`config.mk`:
```
export PLATFORM = sky130hd
export DESIGN_NAME = cpu_sequencer
export DESIGN_NICKNAME = d
export VERILOG_FILES = /design/src/rtl/cpu_sequencer_pkg.sv /design/src/rtl/seq_instr_buf.sv /design/src/rtl/cpu_sequencer.sv
export SDC_FILE = /design/constraint.sdc
export NUM_CORES = 1
export LEC_CHECK = 0
export CAP_MARGIN = 20
export CORE_ASPECT_RATIO = 1.2
export CORE_MARGIN = 3
export CORE_UTILIZATION = 53
export DETAILED_ROUTE_END_ITERATION = 10
export PLACE_DENSITY = 0.85
export SLEW_MARGIN = 20
export SYNTH_ARGS = -nofsm -noshare
export SYNTH_HDL_FRONTEND = slang
export SYNTH_SLANG_ARGS = --single-unit
```
`constraint.sdc`:
```
create_clock -name clk -period 3.1 [get_ports clk]
set_input_delay 0.93 -clock clk [delete_from_list [all_inputs] [get_ports clk]]
set_output_delay 0.93 -clock clk [all_outputs]
set_load 0.02 [all_outputs]
```
`src/rtl/cpu_sequencer_pkg.sv`:
```
// Shared types for the cpu instruction sequencer: FSM state encoding and
// instruction/flag widths.
package cpu_sequencer_pkg;

    localparam int INSTR_W = 16;
    localparam int FLAG_W  = 3;

    typedef enum logic [2:0] {
        IDLE,
        LOAD,
        START,
        EXEC,
        CAPT,
        FIN
    } seq_state_e;

endpackage

```
`src/rtl/seq_instr_buf.sv`:
```
// Instruction buffer: DEPTH x INSTR_W register file, one synchronous write
// port and one combinational read port. Contents are deliberately not reset.
module seq_instr_buf
    import cpu_sequencer_pkg::*;
#(
    parameter int DEPTH  = 16,
    parameter int ADDR_W = 4
) (
    input  logic               clk,
    input  logic               i_wr_en,
    input  logic [ADDR_W-1:0]  i_wr_addr,
    input  logic [INSTR_W-1:0] i_wr_data,
    input  logic [ADDR_W-1:0]  i_rd_addr,
    output logic [INSTR_W-1:0] o_rd_data
);

    logic [INSTR_W-1:0] r_mem [DEPTH];

    always_ff @(posedge clk) begin
        if (i_wr_en) begin
            r_mem[i_wr_addr] <= i_wr_data;
        end
    end

    assign o_rd_data = r_mem[i_rd_addr];

endmodule

```
`src/rtl/cpu_sequencer.sv`:
```
// Issues buffered instructions to the simple cpu over its s/load/in/w
// handshake and reports each result with its flags; aborts a stalled run.
module cpu_sequencer
    import cpu_sequencer_pkg::*;
#(
    parameter int DEPTH   = 16,
    parameter int ADDR_W  = 4,
    parameter int TIMEOUT = 64
) (
    input  logic               clk,
    input  logic               reset,
    input  logic               wr_en,
    input  logic [ADDR_W-1:0]  wr_addr,
    input  logic [INSTR_W-1:0] wr_data,
    input  logic               start,
    input  logic [ADDR_W:0]    count,
    output logic [INSTR_W-1:0] cpu_in,
    output logic               cpu_load,
    output logic               cpu_s,
    input  logic               cpu_w,
    input  logic [INSTR_W-1:0] cpu_out,
    input  logic               cpu_N,
    input  logic               cpu_V,
    input  logic               cpu_Z,
    output logic               busy,
    output logic               res_valid,
    output logic [INSTR_W-1:0] res_data,
    output logic [FLAG_W-1:0]  res_flags,
    output logic [ADDR_W-1:0]  res_index,
    output logic               done,
    output logic               timeout_err
);

    localparam int TMO_W = $clog2(TIMEOUT + 1);

    seq_state_e         r_state;
    logic [ADDR_W-1:0]  r_pc;
    logic [ADDR_W:0]    r_count;
    logic [TMO_W-1:0]   r_tmo;
    logic [ADDR_W-1:0]  w_rd_addr;
    logic [INSTR_W-1:0] w_rd_data;
    logic               w_wr_en;
    logic               w_last;
    logic               w_tmo_hit;

    assign w_wr_en   = wr_en && (r_state == IDLE);
    assign w_last    = (({1'b0, r_pc} + (ADDR_W+1)'(1)) == r_count);
    assign w_tmo_hit = (r_tmo == TMO_W'(TIMEOUT - 1));

    // Read ahead so cpu_in can be registered on the edge that enters LOAD.
    always_comb begin
        w_rd_addr = r_pc;
        if (r_state == IDLE) begin
            w_rd_addr = '0;
        end else if (r_state == CAPT) begin
            w_rd_addr = r_pc + ADDR_W'(1);
        end
    end

    seq_instr_buf #(
        .DEPTH  (DEPTH),
        .ADDR_W (ADDR_W)
    ) u_buf (
        .clk       (clk),
        .i_wr_en   (w_wr_en),
        .i_wr_addr (wr_addr),
        .i_wr_data (wr_data),
        .i_rd_addr (w_rd_addr),
        .o_rd_data (w_rd_data)
    );

    always_ff @(posedge clk or negedge reset) begin
        if (!reset) begin
            r_state     <= IDLE;
            r_pc        <= '0;
            r_count     <= '0;
            r_tmo       <= '0;
            cpu_in      <= '0;
            cpu_load    <= 1'b0;
            cpu_s       <= 1'b0;
            busy        <= 1'b0;
            res_valid   <= 1'b0;
            res_data    <= '0;
            res_flags   <= '0;
            res_index   <= '0;
            done        <= 1'b0;
            timeout_err <= 1'b0;
        end else begin
            cpu_load  <= 1'b0;
            res_valid <= 1'b0;
            done      <= 1'b0;
            case (r_state)
                IDLE: begin
                    if (start) begin
                        timeout_err <= 1'b0;
                        busy        <= 1'b1;
                        if (count != '0) begin
                            r_count  <= count;
                            r_pc     <= '0;
                            cpu_in   <= w_rd_data;
                            cpu_load <= 1'b1;
                            r_state  <= LOAD;
                        end else begin
                            done    <= 1'b1;
                            r_state <= FIN;
                        end
                    end
                end
                LOAD: begin
                    cpu_s   <= 1'b1;
                    r_tmo   <= '0;
                    r_state <= START;
                end
                START: begin
                    if (!cpu_w) begin
                        cpu_s   <= 1'b0;
                        r_tmo   <= '0;
                        r_state <= EXEC;
                    end else if (w_tmo_hit) begin
                        cpu_s       <= 1'b0;
                        timeout_err <= 1'b1;
                        done        <= 1'b1;
                        r_state     <= FIN;
                    end else begin
                        r_tmo <= r_tmo + TMO_W'(1);
                    end
                end
                EXEC: begin
                    if (cpu_w) begin
                        res_valid <= 1'b1;
                        res_data  <= cpu_out;
                        res_flags <= {cpu_N, cpu_V, cpu_Z};
                        res_index <= r_pc;
                        r_state   <= CAPT;
                    end else if (w_tmo_hit) begin
                        timeout_err <= 1'b1;
                        done        <= 1'b1;
                        r_state     <= FIN;
                    end else begin
                        r_tmo <= r_tmo + TMO_W'(1);
                    end
                end
                CAPT: begin
                    if (w_last) begin
                        done    <= 1'b1;
                        r_state <= FIN;
                    end else begin
                        r_pc     <= w_rd_addr;
                        cpu_in   <= w_rd_data;
                        cpu_load <= 1'b1;
                        r_state  <= LOAD;
                    end
                end
                FIN: begin
                    busy    <= 1'b0;
                    r_state <= IDLE;
                end
                default: r_state <= IDLE;
            endcase
        end
    end

endmodule

```
* Word level (Yosys, flattened, before mapping)
Memory sizes are Yosys's and may differ from the RTL's.
Cells that the tools add are included.
** Storage, ports and cells
- Register bits :: 64
- Memory bits (writable) :: 256
- Input port bits :: 49
- Output and inout port bits :: 45
- Logic and storage cells :: 92
- Memories kept :: 1
** Operators by class
- Add/subtract/negate cells :: 3
- Eq/ne operators :: 13
- Muxes and demuxes :: 46
- Reductions and logical operators :: 15
** Memory list
- u_buf.r_mem :: words 16, bits a word 16, rd ports 1, clocked after Yosys merged registers in 0, write ports 1, RTL line seq_instr_buf.sv:17 : logic [INSTR_W-1:0] r_mem [DEPTH];
** Operators by type and width (count)
- 2-to-1 mux 16 bit :: 3
- one-hot mux 16 bit (2 select lines) :: 1
- 2-to-1 mux 7 bit :: 3
- one-hot mux 7 bit (3 select lines) :: 1
- 2-to-1 mux 1 bit :: 20
- 2-to-1 mux 4 bit :: 5
- 2-to-1 mux 3 bit :: 6
- one-hot mux 3 bit (5 select lines) :: 1
- != test 2 bit (second input constant) :: 4
- one-hot mux 4 bit (2 select lines) :: 1
- AND reduction 2 bit :: 4
- AND reduction 4 bit :: 2
- adder 7 x 1 -> 7 bit (second input constant) :: 1
- equality test 7 x 6 -> 1 bit (second input constant) :: 1
- equality test 3 x 2 -> 1 bit (second input constant) :: 2
- equality test 3 bit (second input constant) :: 2
- one-hot mux 1 bit (2 select lines) :: 3
- nonzero test 2 bit :: 3
- nonzero test 3 bit :: 2
- adder 4 x 1 -> 5 bit (second input constant) :: 1
- equality test 5 bit :: 1
- nonzero test 5 bit :: 1
- adder 4 x 1 -> 4 bit (second input constant) :: 1
- one-hot mux 1 bit (4 select lines) :: 1
- other kinds (7) :: 7

* Logic depth before layout (Yosys ltp)
Gate-level depths: netlist of run 1.
An unclocked memory read counts as a cell.
- Depth in word-level cells :: 7
- Mapped depth :: 11
- Mapped depth without buffers :: 7

* By module
Synthesis of run 1 repeated with hierarchy kept, for this count alone.
** Second synthesis, totals
- Cell total of the unflattened synthesis :: 705
- Area, all modules :: 12605.8 sq um
** By module, submodules not included
- seq_instr_buf :: instances 1, cells an instance 416, area an instance 9721.8 sq um, sequential area each 7687.4 sq um
- cpu_sequencer :: instances 1, cells an instance 289, area an instance 2884.0 sq um, sequential area each 1601.5 sq um

* Least setup slack after synthesis of run 1
Ideal clock, no wire load.
- Kind :: reg-to-reg
- Start point :: register r_state[1]
- End point :: memory u_buf.r_mem[0][0] (enable)
- Library setup time :: 0.409 ns
- Arrival :: 2.926 ns
- Data required time :: 2.691 ns
- Setup slack :: -0.235 ns
- Stages on the path, launching flop included :: 8
- Buffers on the path :: 3
- Period minus slack after synthesis :: 3.335 ns
- Path through :: dfrtp_1 -> buf_2 -> nor2_1 -> clkbuf_1 -> clkbuf_1 -> nand3_1 -> or3_1 -> nor3_1
** Between the ends
- Cells in the longest elaborated chain, start to end :: 4
** RTL lines
- start, declared :: RTL line cpu_sequencer.sv:36 : seq_state_e r_state;
- start signal, assigned :: RTL line cpu_sequencer.sv:74 : r_state <= IDLE;
- start signal, assigned :: RTL line cpu_sequencer.sv:102 : r_state <= LOAD;
- start signal, assigned :: RTL line cpu_sequencer.sv:105 : r_state <= FIN;
- zero test 3 bit :: RTL line cpu_sequencer.sv:46 : assign w_wr_en = wr_en && (r_state == IDLE);
- logical AND 1 bit :: RTL line cpu_sequencer.sv:46
- 2-to-1 mux 1 bit :: RTL line seq_instr_buf.sv:20 : if (i_wr_en) begin
- 2-to-1 mux 1 bit (implied by the code) :: RTL line seq_instr_buf.sv:21 : r_mem[i_wr_addr] <= i_wr_data;
- end, declared :: RTL line seq_instr_buf.sv:17
Every way passes these cells.

* Worst setup path in the final report of run 1
- Start point :: register r_pc[0]
- End point :: register cpu_in[12]
** Between the ends
- Cells in the longest elaborated chain, start to end :: 7
- Elaborated cells between the ends (all ways) :: 12
- Those cells by class :: add/sub (2); eq/ne (2); mux (6); reduce/logical (1); memory (1)
** RTL lines
- start, declared :: RTL line cpu_sequencer.sv:37 : logic [ADDR_W-1:0] r_pc;
- start signal, assigned :: RTL line cpu_sequencer.sv:148 : r_pc <= w_rd_addr;
- adder 4 x 1 -> 4 bit :: RTL line cpu_sequencer.sv:56 : w_rd_addr = r_pc + ADDR_W'(1);
- 2-to-1 mux 4 bit :: RTL line cpu_sequencer.sv:55 : end else if (r_state == CAPT) begin
- 2-to-1 mux 4 bit :: RTL line cpu_sequencer.sv:53 : if (r_state == IDLE) begin
- memory (16 x 16 bit)
- 2-to-1 mux 16 bit :: RTL line cpu_sequencer.sv:97 : if (count != '0) begin
- 2-to-1 mux 16 bit :: RTL line cpu_sequencer.sv:94 : if (start) begin
- one-hot mux 16 bit (2 select lines) :: RTL line cpu_sequencer.sv:92 : case (r_state)
- end signal, assigned :: RTL line cpu_sequencer.sv:100 : cpu_in <= w_rd_data;
- end signal, assigned :: RTL line cpu_sequencer.sv:149 : cpu_in <= w_rd_data;
- end, declared :: RTL line cpu_sequencer.sv:17 : output logic [INSTR_W-1:0] cpu_in,
Several ways; a longest one is shown, not always the timed one. The select of a mux whose other input is x is not followed.
A chain may end at the register's enable or synchronous reset.

==> results of run 1 <==
## final cells by class
class,instances,area share (%)
inverter,11,0.253
tap,330,2.53
multi-input combinational,658,26.0
timing repair buffer,141,8.34
sequential,320,56.8
clock inverter,19,1.08
clock buffer,36,4.98
## metrics by stage
| stage | total power (W) | cell area [µm²] |
|---|---|---|
| final | 0.0135 | 16300 |
| after global placement | 0.00965 | 15400 |
| after detailed placement | 0.00984 | 15400 |
| after global routing | 0.0141 | 16300 |
| after CTS | 0.0135 | 16300 |
| after floorplan | 0.00839 | 14000 |
## placed cells by master (no fill, tap or decap), types with 3 or more instances in the layout
| cell type | count |
|---|---|
| nand2_1 | 199 |
| and3_1 | 27 |
| clkinv_2 | 4 |
| o31ai_1 | 6 |
| clkinvlp_4 | 3 |
| nand2b_1 | 6 |
| clkbuf_16 | 31 |
| a211oi_1 | 74 |
| and3b_1 | 10 |
| nor3_2 | 5 |
| xnor2_1 | 5 |
| buf_4 | 43 |
| clkdlybuf4s50_1 | 92 |
| nor3_1 | 7 |
| o211ai_1 | 10 |
| clkbuf_1 | 3 |
| o221a_1 | 10 |
| o22ai_1 | 17 |
| a21oi_1 | 8 |
| nor2_1 | 27 |
| nand3_1 | 6 |
| nor2b_1 | 41 |
| o21ai_0 | 7 |
| or3_1 | 3 |
| mux2_2 | 15 |
| buf_12 | 6 |
| o2111ai_1 | 11 |
| xor2_1 | 6 |
| clkinv_1 | 8 |
| edfxtp_1 | 256 |
| bufinv_16 | 3 |
| mux2i_1 | 73 |
| dfrtp_1 | 63 |
| inv_1 | 10 |
| a31oi_1 | 31 |
| a311oi_1 | 24 |
## per-layer routing
layer,vias up,routed length [µm]
met2,423,16200
met1,4523,12600
met5,-,0
met4,0,933
li1,4226,-
met3,72,2380
## worst max-delay path by stage
stage	end	slack (ns)	startpoint
after CTS	cpu_in[12]	0.41	r_pc[0]
after global placement	cpu_in[13]	0.06	count[0]
final	cpu_in[12]	0.43	r_pc[0]
after detailed placement	cpu_in[12]	-0.09	count[0]
after floorplan	u_buf.r_mem[8][0]	0.19	r_state[1]
after global routing	cpu_in[14]	0.28	r_pc[0]
## worst max-delay path, stage by stage, from the launching register on
cell       delay, ns
dfrtp_2         0.49
ha_1            0.31
and4b_1         0.23
a22o_1          0.22
o2111ai_1       0.36
a21bo_2         0.34
nand2_1         0.29
o221a_1         0.32
## state kept, by name (all words and copies together) (netlist names)
signal	flops
r_count	5
cpu_in	16
timeout_err	1
res_index	4
cpu_s	1
u_buf.r_mem	256
res_data	16
r_state	3
res_flags	3
done	1
busy	1
r_tmo	7
cpu_load	1
res_valid	1
r_pc	4
## power groups by stage
stage | sequential [W] | clock (W) | combinational [W]
3_5_place_dp | 0.00540 | 0 | 0.00444
4_1_cts | 0.00532 | 0.00372 | 0.00448
5_1_grt | 0.00536 | 0.00392 | 0.00486
6_report | 0.00533 | 0.00367 | 0.00450
3_3_place_gp | 0.00539 | 0 | 0.00426
2_1_floorplan | 0.00561 | 0 | 0.00279
## logic make-up after synthesis
logic type	after synthesis	synth area share [%]
DFF	320	66.5
AOI/OAI and AO/OA	211	11.3
muxes	88	6.44
buffers and inverters	92	3.30
xor gates and xnor gates	11	0.690
and+or+nand+nor	346	11.6
adders and majority gates	2	0.179
==> impl_metrics.csv, run 1 <==
group,metric,value,unit
run_status,status,"completed",
worst_setup_path,arrival,3.12,ns
power,p_int,0.00898,W
placement,gp_congestion,0.827,
placement,post-place-cells,1460,
synthesis,synth_top_area_share,55.0,%
timing,fin_crit_sh,86.2,%
global_route,antenna_found_initial,0,
power,pwr-share-seq,39.5,%
placement,io_buffers,93,
timing,worst_slew_pin_slew,1.05,ns
clock_tree,cts.sinks,320,
detailed_routing,first_pass_iters,5,
worst_setup_path,reg2reg_from,"r_pc[0]",
timing,finalSetupViolations,0,
finish,layout-drive-gt1-share,10.2,%
synthesis,synth_cells,1070,
synthesis,ys_top_cells_by_count,"256 x edfxtp_1, 199 x nand2_1, 74 x a211oi_1",
detailed_routing,routed_wirelength,32100,µm
die,die_h,184,µm
global_route,grt_usage,22.5,%
die,die-area,0.0283,mm²
worst_setup_path,reg2reg_to,"cpu_in[12]",
clock_tree,clock_latency,0.56,ns
clock_tree,h-tree-depth,1,
worst_setup_path,reg2reg_depth,7,
placement,dp_hpwl,20100,µm
placement,place_ws,-0.0876,ns
die,ios,94,
timing,drv_slew,0,
clock_tree,root_buffer,"clkbuf_16",
detailed_routing,vias,9244,
synthesis,synth_cell_types,56,
worst_setup_path,ff2ff_setup_slack,0.43,ns
min_path,min_to,"res_index[1]",
clock_tree,holdBufCountCts,0,
global_route,grt_max_degree,73,
worst_setup_path,end_kind,"flop",
power,p_clk_share,27.2,%
power,power.switching,0.00452,W
timing,period_needed,2.67,ns
global_route,grt_pass1_vias,9211,
synthesis,synth.most_common_cell,"edfxtp_1",
die,rows,64,
finish,stdcell_count,1515,
synthesis,yosys_warnings,0,
power,pwr-share-comb,33.3,%
die,initial_utilization,54.3,%
min_path,worstHoldStart,"res_index[1]",
clock_tree,cts_inserted_buffers,30,
power,max-vdd-ir-drop,0.534,mV
timing,slew_headroom,29.8,%
synthesis,synth-seq-cells,320,
detailed_routing,detail-route-antenna-nets,0,
timing,setup_tns,0,ns
synthesis,synth_edf_count,256,
power,powerDensity,825,mW/mm²
timing,rsz0062_at_grt,"no",
timing,setup_ws,0.428,ns
clock_tree,cts_resized,0,
timing,hold_viol,0,
global_route,met3_usage,2.92,%
synthesis,synth_fp_nets,1121,
die,die_w,154,µm
power,p_leak,6.16,nW
power,switching_share,33.5,%
global_route,use_met2,38.6,%
synthesis,ys_async_sr_fraction,20.0,%
synthesis,syn_avg_cell_area,13.1,µm²
worst_setup_path,path_class,"reg2reg",
timing,finClkSkew,0.0224,ns
detailed_routing,drcViolationCount,0,
finish,multi_input_area,0.00425,mm²
worst_setup_path,cp_max_fo,10,
synthesis,ys_seq_area_share,66.5,%
detailed_routing,vias_per_cell,6.10,
clock_tree,cts_tree,"done",
clock_tree,post_cts_buffers,0,
clock_tree,ctsLongestPathBuffers,3,
synthesis,synth_top_flop_cell,"edfxtp_1",
synthesis,ys_top_cells_by_area,"edfxtp_1 55%, dfrtp_1 11%, nand2_1 5.3%, mux2i_1 5.2%, a211oi_1 4.0%",
finish,regArea,0.00929,mm²
global_route,busiest_layer,"met2",
min_path,hp-class,"reg2reg",
die,core_area,0.0257,mm²
finish,diodes,0,
global_route,grt_overflow,0,
finish,fin_util,63.6,%
timing,fmax,0.374,GHz
flow_run,max-cap-violations,0,
min_path,hold_path_depth,2,
worst_setup_path,cp-start-kind,"flop",
finish,syn_to_final_growth,17.0,%
synthesis,yosys.area.top_type,"edfxtp_1",
timing,whs,0.474,ns
detailed_routing,initialDrtViolationCount,1059,
clock_tree,cts.clk_slew.worst_paths,0.07,ns
global_route,grt_util_met1,30.1,%
finish,fin_nets,1213,
detailed_routing,routedWlPerCell,21.2,µm
global_route,grt_first_pass_wirelength,50800,µm
worst_setup_path,required,3.55,ns
finish,fillers,1778,
synthesis,syn_area,0.0140,mm²
Power figures use the tool's default switching activity.
==> run 2: changes to the inputs <==
--- a/config.mk
+++ b/config.mk
@@ -9,7 +9,9 @@
 export CORE_ASPECT_RATIO = 1.2
 export CORE_MARGIN = 3
 export CORE_UTILIZATION = 53
+export CTS_BUF_LIST = sky130_fd_sc_hd__clkbuf_4 sky130_fd_sc_hd__clkbuf_8 sky130_fd_sc_hd__clkbuf_16
 export DETAILED_ROUTE_END_ITERATION = 10
+export GPL_ROUTABILITY_DRIVEN = 0
 export PLACE_DENSITY = 0.85
 export SLEW_MARGIN = 20
 export SYNTH_ARGS = -nofsm -noshare
==> run 2 against run 1 <==
- final area hardly changed
- utilization about the same
- via count up 0.45%
- critical endpoint unchanged
- clock power is essentially flat
- non-clock buffer count unchanged
- combinational power is essentially flat
- worst hold slack got worse by 0.0091 ns
- first-iteration DRC count shrank 0.66%
- die area did not move
- global-route usage barely moved
- clock-buffer cell count did not move
==> impl_metrics.csv, run 2 (synthesized netlist as in run 1, its figures left out) <==
group,metric,value,unit
run_status,status,"completed",
timing,worst_slew_pin_slew,1.06,ns
timing,drv_slew,0,
timing,rsz0062_at_grt,"no",
clock_tree,ctsLongestPathBuffers,3,
timing,period_needed,2.68,ns
worst_setup_path,reg2reg_depth,7,
clock_tree,cts_resized,0,
flow_run,max-cap-violations,0,
clock_tree,cts_inserted_buffers,30,
finish,fin_util,63.6,%
detailed_routing,routedWlPerCell,21.3,µm
die,die-area,0.0283,mm²
detailed_routing,vias_per_cell,6.13,
timing,fin_crit_sh,86.4,%
finish,fin_nets,1213,
min_path,hp-class,"in2async",
global_route,grt_usage,22.5,%
worst_setup_path,end_kind,"flop",
global_route,grt_overflow,0,
power,power.total,0.0135,W
finish,layout-drive-gt1-share,10.5,%
global_route,grt_max_degree,73,
die,rows,64,
finish,largest_register_ffs,256,
worst_setup_path,ff2ff_setup_slack,0.42,ns
die,ios,94,
global_route,antenna_found_initial,0,
power,p_leak,6.17,nW
power,max-vdd-ir-drop,0.547,mV
finish,largest-register,"u_buf.r_mem",
timing,fmax,0.373,GHz
timing,finClkSkew,0.0242,ns
placement,dp_hpwl,20100,µm
timing,slew_headroom,29.2,%
die,die_w,154,µm
placement,io_buffers,93,
detailed_routing,detail-route-antenna-nets,0,
worst_setup_path,arrival,3.12,ns
die,core_area,0.0257,mm²
worst_setup_path,reg2reg_to,"cpu_in[12]",
clock_tree,cts.sinks,320,
detailed_routing,routed_wirelength,32200,µm
worst_setup_path,required,3.55,ns
timing,setup_ws,0.422,ns
global_route,grt_pass1_vias,9230,
timing,setup_tns,0,ns
detailed_routing,first_pass_iters,6,
timing,hold_viol,0,
die,die_h,184,µm
clock_tree,h-tree-depth,1,
detailed_routing,initialDrtViolationCount,1052,
clock_tree,clock_latency,0.56,ns
die,initial_utilization,54.3,%
finish,final_cell_mix,"256 x edfxtp_1, 199 x nand2_1, 92 x clkdlybuf4s50_1, 74 x a211oi_1, 73 x mux2i_1",
worst_setup_path,reg2reg_from,"r_pc[0]",
worst_setup_path,path_class,"reg2reg",
finish,reg_top3,"u_buf.r_mem (256), cpu_in (16), res_data (16)",
power,powerDensity,826,mW/mm²
detailed_routing,vias,9286,
finish,layout_commonest_cell,"edfxtp_1",
placement,place_ws,-0.0876,ns
clock_tree,root_buffer,"clkbuf_16",
clock_tree,cts_tree,"done",
timing,finalSetupViolations,0,
global_route,grt_first_pass_wirelength,50800,µm
clock_tree,post_cts_buffers,0,
detailed_routing,drcViolationCount,0,
clock_tree,cts.clk_slew.worst_paths,0.07,ns
worst_setup_path,cp_max_fo,10,
worst_setup_path,cp-start-kind,"flop",
clock_tree,holdBufCountCts,0,
finish,diodes,0,
finish,syn_to_final_growth,17.1,%
## run 2: where the power goes
part | total [W] | internal, W | switching (W)
logic | 0.00450 | 0.00182 | 0.00267
registers | 0.00532 | 0.00504 | 0.000288
clock network | 0.00369 | 0.00214 | 0.00155
## run 2: routing by layer
metal  GRT usage [%]  routed length (µm)  part of all wire (%)
met1            30.2               12700                    39
met2            38.9               16400                    51
met3            2.71                2320                   7.2
met4            6.96                 853                   2.6
met5               0                   0                     0
## run 2: how the worst max path moves through the flow
stage,start,cells past startpoint,to,slack (ns)
4_1_cts,r_pc[0],7,cpu_in[4],0.40
5_1_grt,r_pc[0],7,cpu_in[2],0.27
3_3_place_gp,count[0],7,cpu_in[13],0.06
2_1_floorplan,r_state[1],7,u_buf.r_mem[8][0],0.19
3_5_place_dp,count[0],7,cpu_in[12],-0.09
6_report,r_pc[0],7,cpu_in[12],0.42
## run 2: worst max-delay path, cell delays in order (launching register included)
cell	delay (ns)
dfrtp_2	0.49
ha_1	0.31
and4b_1	0.23
a22o_1	0.22
o2111ai_1	0.37
a21bo_2	0.35
nand2_1	0.29
o221a_1	0.32
## run 2: metrics by stage
stage	cell area [µm²]	hold WS [ns]	std cells
2_1_floorplan	14000	0.471	1070
3_3_place_gp	15400	0.456	1460
3_5_place_dp	15400	0.462	1460
4_1_cts	16400	0.478	1515
5_1_grt	16400	0.497	1515
6_report	16400	0.464	1515
## run 2: area by class of cell
class                      count  area (µm²)
timing repair buffer         141        1360
sequential                   320        9290
inverter                      11        41.3
fill                        1774        9340
tap                          330         413
clock inverter                19         176
clock buffer                  36         826
multi-input combinational    658        4250
